<file path="config.mk">
export PLATFORM = sky130hd
export DESIGN_NAME = uart_tx_queue
export DESIGN_NICKNAME = d
export VERILOG_FILES = /design/src/rtl/uart_tx_queue.sv
export SDC_FILE = /design/constraint.sdc
export NUM_CORES = 1
export LEC_CHECK = 0
export ABC_AREA = 1
export CAP_MARGIN = 15
export CORE_MARGIN = 2
export CORE_UTILIZATION = 55
export CTS_BUF_LIST = sky130_fd_sc_hd__clkbuf_8
export DETAILED_ROUTE_END_ITERATION = 12
export GPL_TIMING_DRIVEN = 0
export PLACE_DENSITY = 0.73
export RECOVER_POWER = 25
export SLEW_MARGIN = 25
export SYNTH_ARGS = -nofsm -noshare
export SYNTH_HDL_FRONTEND = slang
export SYNTH_SLANG_ARGS = --single-unit
</file>
<file path="constraint.sdc">
create_clock -name clk -period 3.3 [get_ports clk]
set_clock_uncertainty 0.15 [all_clocks]
set_input_delay 0.66 -clock clk [delete_from_list [all_inputs] [get_ports clk]]
set_output_delay 0.66 -clock clk [all_outputs]
set_load 0.02 [all_outputs]
</file>
<file path="src/rtl/uart_tx_queue.sv">
// Byte FIFO feeding a UART transmitter: buffers one-cycle byte strobes and
// issues each byte with a single tx_start pulse once the previous one has finished.
module uart_tx_queue #(
  parameter int unsigned DEPTH        = 16,
  parameter int unsigned BUSY_TIMEOUT = 8
) (
  input  logic                     clk,
  input  logic                     rst_n,
  input  logic [7:0]               in_data,
  input  logic                     in_valid,
  input  logic                     tx_busy,
  input  logic                     clr_overflow,
  output logic [7:0]               tx_data,
  output logic                     tx_start,
  output logic [$clog2(DEPTH):0]   count,
  output logic                     empty,
  output logic                     full,
  output logic                     overflow
);

  localparam int unsigned PtrW = $clog2(DEPTH);
  localparam int unsigned CntW = PtrW + 1;
  localparam int unsigned TmoW = (BUSY_TIMEOUT > 1) ? $clog2(BUSY_TIMEOUT) : 1;
  localparam logic [TmoW-1:0] TmoLast = TmoW'(BUSY_TIMEOUT - 1);

  typedef enum logic [1:0] {
    StIdle,
    StStart,
    StWaitBusy,
    StWaitDone
  } state_e;

  state_e state_q, state_d;

  logic [7:0]      mem [DEPTH];
  logic [PtrW-1:0] wr_ptr_q, wr_ptr_d;
  logic [PtrW-1:0] rd_ptr_q, rd_ptr_d;
  logic [CntW-1:0] count_q, count_d;
  logic            overflow_q, overflow_d;
  logic [7:0]      tx_data_q, tx_data_d;
  logic            tx_start_q, tx_start_d;
  logic [TmoW-1:0] tmo_q, tmo_d;

  logic push;
  logic pop;
  logic drop;

  // Flags come straight from the registered occupancy, so they lag a push/pop by one cycle.
  assign empty    = (count_q == '0);
  assign full     = (count_q == CntW'(DEPTH));
  assign count    = count_q;
  assign overflow = overflow_q;
  assign tx_data  = tx_data_q;
  assign tx_start = tx_start_q;

  assign push = in_valid && !full;
  assign drop = in_valid && full;

  // State register
  always_ff @(posedge clk or negedge rst_n) begin
    if (!rst_n) begin
      state_q <= StIdle;
    end else begin
      state_q <= state_d;
    end
  end

  // Next-state logic
  always_comb begin
    state_d = state_q;
    unique case (state_q)
      StIdle: begin
        if (!empty && !tx_busy) state_d = StStart;
      end
      StStart: begin
        state_d = StWaitBusy;
      end
      StWaitBusy: begin
        if (tx_busy) begin
          state_d = StWaitDone;
        end else if (tmo_q == TmoLast) begin
          state_d = StIdle;
        end
      end
      StWaitDone: begin
        if (!tx_busy) state_d = StIdle;
      end
      default: state_d = StIdle;
    endcase
  end

  // FSM outputs: pop, start strobe, latched byte and timeout counter
  always_comb begin
    pop        = 1'b0;
    tx_start_d = 1'b0;
    tx_data_d  = tx_data_q;
    tmo_d      = tmo_q;
    unique case (state_q)
      StIdle: begin
        if (!empty && !tx_busy) begin
          pop        = 1'b1;
          tx_start_d = 1'b1;
          tx_data_d  = mem[rd_ptr_q];
        end
      end
      StStart: begin
        tmo_d = '0;
      end
      StWaitBusy: begin
        if (!tx_busy && (tmo_q != TmoLast)) tmo_d = tmo_q + TmoW'(1);
      end
      StWaitDone: begin
        tmo_d = tmo_q;
      end
      default: begin
        tmo_d = '0;
      end
    endcase
  end

  // FIFO bookkeeping
  always_comb begin
    wr_ptr_d = wr_ptr_q;
    rd_ptr_d = rd_ptr_q;
    count_d  = count_q;
    if (push) wr_ptr_d = wr_ptr_q + PtrW'(1);
    if (pop)  rd_ptr_d = rd_ptr_q + PtrW'(1);
    if (push && !pop) begin
      count_d = count_q + CntW'(1);
    end else if (!push && pop) begin
      count_d = count_q - CntW'(1);
    end
  end

  // A drop in the same cycle as a clear keeps the flag set.
  always_comb begin
    overflow_d = overflow_q;
    if (clr_overflow) overflow_d = 1'b0;
    if (drop)         overflow_d = 1'b1;
  end

  always_ff @(posedge clk or negedge rst_n) begin
    if (!rst_n) begin
      wr_ptr_q   <= '0;
      rd_ptr_q   <= '0;
      count_q    <= '0;
      overflow_q <= 1'b0;
      tx_data_q  <= 8'h00;
      tx_start_q <= 1'b0;
      tmo_q      <= '0;
    end else begin
      wr_ptr_q   <= wr_ptr_d;
      rd_ptr_q   <= rd_ptr_d;
      count_q    <= count_d;
      overflow_q <= overflow_d;
      tx_data_q  <= tx_data_d;
      tx_start_q <= tx_start_d;
      tmo_q      <= tmo_d;
    end
  end

  // Storage needs no reset; unread entries are never observed.
  always_ff @(posedge clk) begin
    if (push) mem[wr_ptr_q] <= in_data;
  end

endmodule
</file>
# ---- Yosys cells after proc, flatten, opt, wreduce, memory -nomap -nowiden
# Memory sizes are Yosys's and may differ from the RTL's. A register that Yosys moved wholly into a read port is not among the register bits.
# Index checks and enable logic that the tools add are counted.
# Widths: inputs -> output; s select.
dict set report word_totals {
  ff_bits 20
  input_bits 13
  ram_bits 128
  out_inout_bits 17
  n_memories 1
}
dict set report classes {
  n_mux 15
  n_eq_ne 10
  reduce_logical 20
  addsub 5
}
# name words word_bits read_ports rd_ports_with_merged_regs write_ports line_no
set mem_list {}
lappend mem_list {mem 16 8 1 1 1 35} ;# logic [7:0] mem [DEPTH];
# operator n
set ops {}
lappend ops {{$mux 5} 2}
lappend ops {{$add 4x1->4 const B} 2}
lappend ops {{$mux 2} 4}
lappend ops {{$pmux 2 s4} 1}
lappend ops {{$logic_and 1x1->1} 6}
lappend ops {{$logic_not 1->1} 6}
lappend ops {{$mux 1} 6}
lappend ops {{$ne 2x2->1 const B} 3}
lappend ops {{$ne 3x3->1 const B} 2}
lappend ops {{$pmux 3 s2} 1}
lappend ops {{$reduce_bool 2->1} 3}
lappend ops {{$add 5x1->5 const B} 1}
lappend ops {{$eq 5x5->1 const B} 1}
lappend ops {{$logic_not 5->1} 1}
lappend ops {{$sub 5x1->5 const B} 1}
lappend ops {{$eq 2x2->1 const B} 2}
lappend ops {{$reduce_and 2->1} 2}
lappend ops {{$add 3x1->3 const B} 1}
lappend ops {{$eq 3x3->1 const B} 1}
lappend ops {{$mux 3} 1}
lappend ops {{$reduce_and 3->1} 1}
lappend ops {{$eq 2x1->1 const B} 1}
lappend ops {{$logic_not 2->1} 1}

# ---- Depth between registers and ports, before layout
dict set report depth {
  ltp_word 8
  ltp_mapped 13
}

# ---- Worst setup path after synthesis
# No wires, ideal clock.
dict set report synth_timing {
  path_type {register to register}
  from {register count_q[0], in the netlist count[0]}
  to {register count_q[4], in the netlist count[4]}
  setup_slack_ps 893
  required_time_ps 3084
  arrival_ps 2192
  path_buffers 1
  path_stages_with_launch 14
  setup_ps 66
  cell_sequence {dfrtp_1 nor2_1 nand4_1 nand3_1 buf_4 ha_1 inv_1 fa_1 a21oi_1 nor2_1 nor2_1 xor2_1 nand2_1 nand2_1}
}
dict set report synth_via {
  elab_chain_len 8
  elab_cells_between_ends 17
  classes_between {add/sub (2); eq/ne (1); mux (4); reduce/logical (10)}
}
# item line_no
set synth_lines {}
lappend synth_lines {{from (decl)} 38} ;# logic [CntW-1:0] count_q, count_d;
lappend synth_lines {{from (signal assigned)} 154} ;# count_q <= count_d;
lappend synth_lines {{$logic_not 5->1} 49} ;# assign empty = (count_q == '0);
lappend synth_lines {{$logic_not 1->1} 100} ;# if (!empty && !tx_busy) begin
lappend synth_lines {{$logic_and 1x1->1} 100}
lappend synth_lines {{$mux 1} 100}
lappend synth_lines {{$mux 1} 98} ;# unique case (state_q)
lappend synth_lines {{$logic_not 1->1} 128} ;# if (push && !pop) begin
lappend synth_lines {{$logic_and 1x1->1} 128}
lappend synth_lines {{$mux 5 or $reduce_bool 2->1 (tied branches)} --}
# Several ways; a longest one is shown, not always the timed one. The select of a mux whose other input is x is not followed.
# A chain may end at the register's enable or synchronous reset.

# ---- Final worst setup path
dict set report layout_timing {
  from {register count_q[0], in the netlist count[0]}
  to {output port full}
}
dict set report layout_via {
  elab_chain_len 1
}
# item line_no
set layout_lines {}
lappend layout_lines {{$eq 5x5->1} 50} ;# assign full = (count_q == CntW'(DEPTH));
lappend layout_lines {{to (decl)} 17} ;# output logic full,
# Every way passes these cells.

==> out/results.ini <==
[cts]
clk_pin_slew_ps=70
clock_tree.buffer_depth=2
cts_resized=0
ctsRootBufferMaster=clkbuf_8
cts-buffers-inserted=17
clock_latency_ps=460
postCtsHoldBufs=0
post_cts_buffers=0
clock-sinks=156
htreeDepth=4
cts_tree=built

[sta]
drv_slew=29
period_share_pct=83.1
clock.fmax_mhz=365
hold_viol=0
rsz0062_at_grt=false
setup_violations=0
relSlewSlack_pct=-0.568
worst_pin_slew_ps=1510
setup-tns-final_ps=0
fin_crit_ps=2740

[placement]
io_buffer_count=29
gp_congestion=0.934
hpwl_um=11100
dpl_cell_area_um2=7540

[drt]
drc=0
drt_wl_total_um=16000
viasPerCell=5.27
drt.antenna.violating_nets=0
first_iter_violations=465
wl_per_cell_um=17.3
vias=4862
first_pass_iters=6

[die]
start_util_pct=55.8
die_area_um2=13600
die_height_um=117
io_pins=30
fp.dieW_um=117
core_um2=12500
rows=41

[final_layout]
nNetsFinal=763
final_area_um2=7930
antennaDiodeCount=0
fill_cells=1012
syn_to_final_growth_pct=13.5
drive_above_1_share_pct=9.19

[global_route]
grt_pass1_wl_um=24600
antenna_found_initial=0
grt_pass1_vias=4565
globalRouteOverflowTotal=0
grt_max_degree=29
track_usage_pct=25.4

[synth]
syn_area_um2=6990
synth_area_leaders=edfxtp_1, nand2_1, dfrtp_1
yosysMostFrequentCell=nand2_1
yosysWarnings=0
synthFlopType=edfxtp_1
yosysTopAreaCellShare_pct=55.0
yosys-top-cells-count=nand2_1, edfxtp_1, inv_1, nand3_1, dfrtp_1
synth_seq_cells=156
synth_edf_count=128
synth_top_cell_by_area=edfxtp_1
synth_nets=715
synthArstFlopShare_pct=17.9
syn_area_per_cell_um2=10.1
seq_area_frac_synth_pct=65.0
synth_cell_type_count=24
syn-instance-count=690

[setup_path]
required_ps=2490
crit_path_top_delay_cell=clkdlybuf4s50_1
cp_slowest_stage_delay_ps=610
cp-end-kind=primary output
path_cells=nor2_1 > nand4_1 > inv_1 > clkdlybuf4s50_1
crit_path_start_kind=flip-flop
setup.worst_path.class=reg -> out
worstPathMaxFanout=5
worstPathArrival_ps=1930

[pwr]
p_leak_nw=3.53
switchingPower_w=0.00258
intPower_w=0.00411
powerDensity_nw_per_um2=842
p_sw_share_pct=38.5
max-vdd-ir-drop_v=0.000422
clkPwrFrac_pct=21.1
combPwrFrac_pct=40.1
seqPwrFrac_pct=38.8

[run_status]
violations=capacitance limit, slew limit
status=complete, but fails checks

[flow_run]
maxCapViolCount=1

[hold_path]
hold_path.class=reg -> reg

metal layers:
metal  share of wire (%)  GRT usage [%]  vias to the layer above
met1                  39           32.8                     2301
li1                    -              -                     2305
met4                 3.2           11.2                        0
met5                   0              0                        -
met2                  49           41.2                      214
met3                 8.2           6.02                       42
kinds of logic after synthesis:
kind of cell	after synthesis	share of synthesized area, %
AND/OR/NAND/NOR	342	20.5
flip-flops	156	65.0
buffers and inverters	154	9.75
AO/OA/AOI/OAI	17	1.31
adder cells (fa/ha/maj)	12	2.26
XOR/XNOR	9	1.13
layout make-up:
class,instances,area [um^2],area share (%)
repair buffers,29,284,3.58
inverters,126,473,5.96
well taps,172,215,2.71
plain buffers,28,208,2.62
clock buffers,18,248,3.12
clock inverters,14,143,1.80
multi-input cells,380,1820,22.9
flip-flops and latches,156,4540,57.3
critical path: cells and delay by family, from the launching register on:
kind | cells | cell delay (ps)
flops | 1 | 450
buf+inv | 2 | 720
simple gates | 2 | 310
cells in the final DEF, fill, tap and decap left out, types with 3 or more instances in the layout:
cell type	synthesis	final
edfxtp_1	128	128
clkdlybuf4s50_1	0	24
clkbuf_8	0	18
dfrtp_1	28	28
buf_4	5	5
dlygate4sd3_1	0	4
clkinv_2	0	3
nor2_1	11	11
inv_1	121	127
nand2_1	216	216
nor3_2	0	11
ha_1	11	11
buf_2	14	13
nand3_1	99	99
xor2_1	8	8
o21ai_0	10	10
inv_2	4	4
bufinv_16	0	3
a21oi_1	3	3
buf_6	9	9
through the flow:
stage	util (%)	std cells	setup slack, ps	hold slack (ps)	total power, W
after CTS	63.3	923	519	72.6	0.00666
after global placement	59.9	891	166	319	0.00516
after global routing	63.4	923	291	354	0.00706
final	63.4	923	558	332	0.00668
after floorplan	-	690	893	214	0.00436
after detailed placement	60.2	891	263	318	0.00527
final timing paths:
kind | start | endpoint | slack [ps] | depth (start not counted)
hold reg to reg | tx_data[6] | tx_data[6] | 330 | 2
setup / recovery | count[0] | full | 560 | 4
setup reg to reg | count[0] | count[4] | 620 | 13
max in group asynchronous | rst_n | wr_ptr_q[0] | 1710 | 1
min in group asynchronous | rst_n | rd_ptr_q[2] | 410 | 1
hold / removal | tx_data[6] | tx_data[6] | 330 | 2
state kept, by name, summed over array words and instances (netlist names):
| signal | count |
|---|---|
| count | 5 |
| mem | 128 |
| overflow | 1 |
| rd_ptr_q | 4 |
| state_q | 2 |
| tmo_q | 3 |
| tx_data | 8 |
| tx_start | 1 |
| wr_ptr_q | 4 |
power by group through the flow:
| stage | registers (W) | logic, W | clock network [W] |
|---|---|---|---|
| 2_1_floorplan | 0.00270 | 0.00166 | 0 |
| 3_3_place_gp | 0.00263 | 0.00253 | 0 |
| 3_5_place_dp | 0.00264 | 0.00263 | 0 |
| 4_1_cts | 0.00259 | 0.00265 | 0.00142 |
| 5_1_grt | 0.00262 | 0.00294 | 0.00150 |
| 6_report | 0.00259 | 0.00268 | 0.00141 |
No activity file was read; power rests on OpenSTA's default activity.
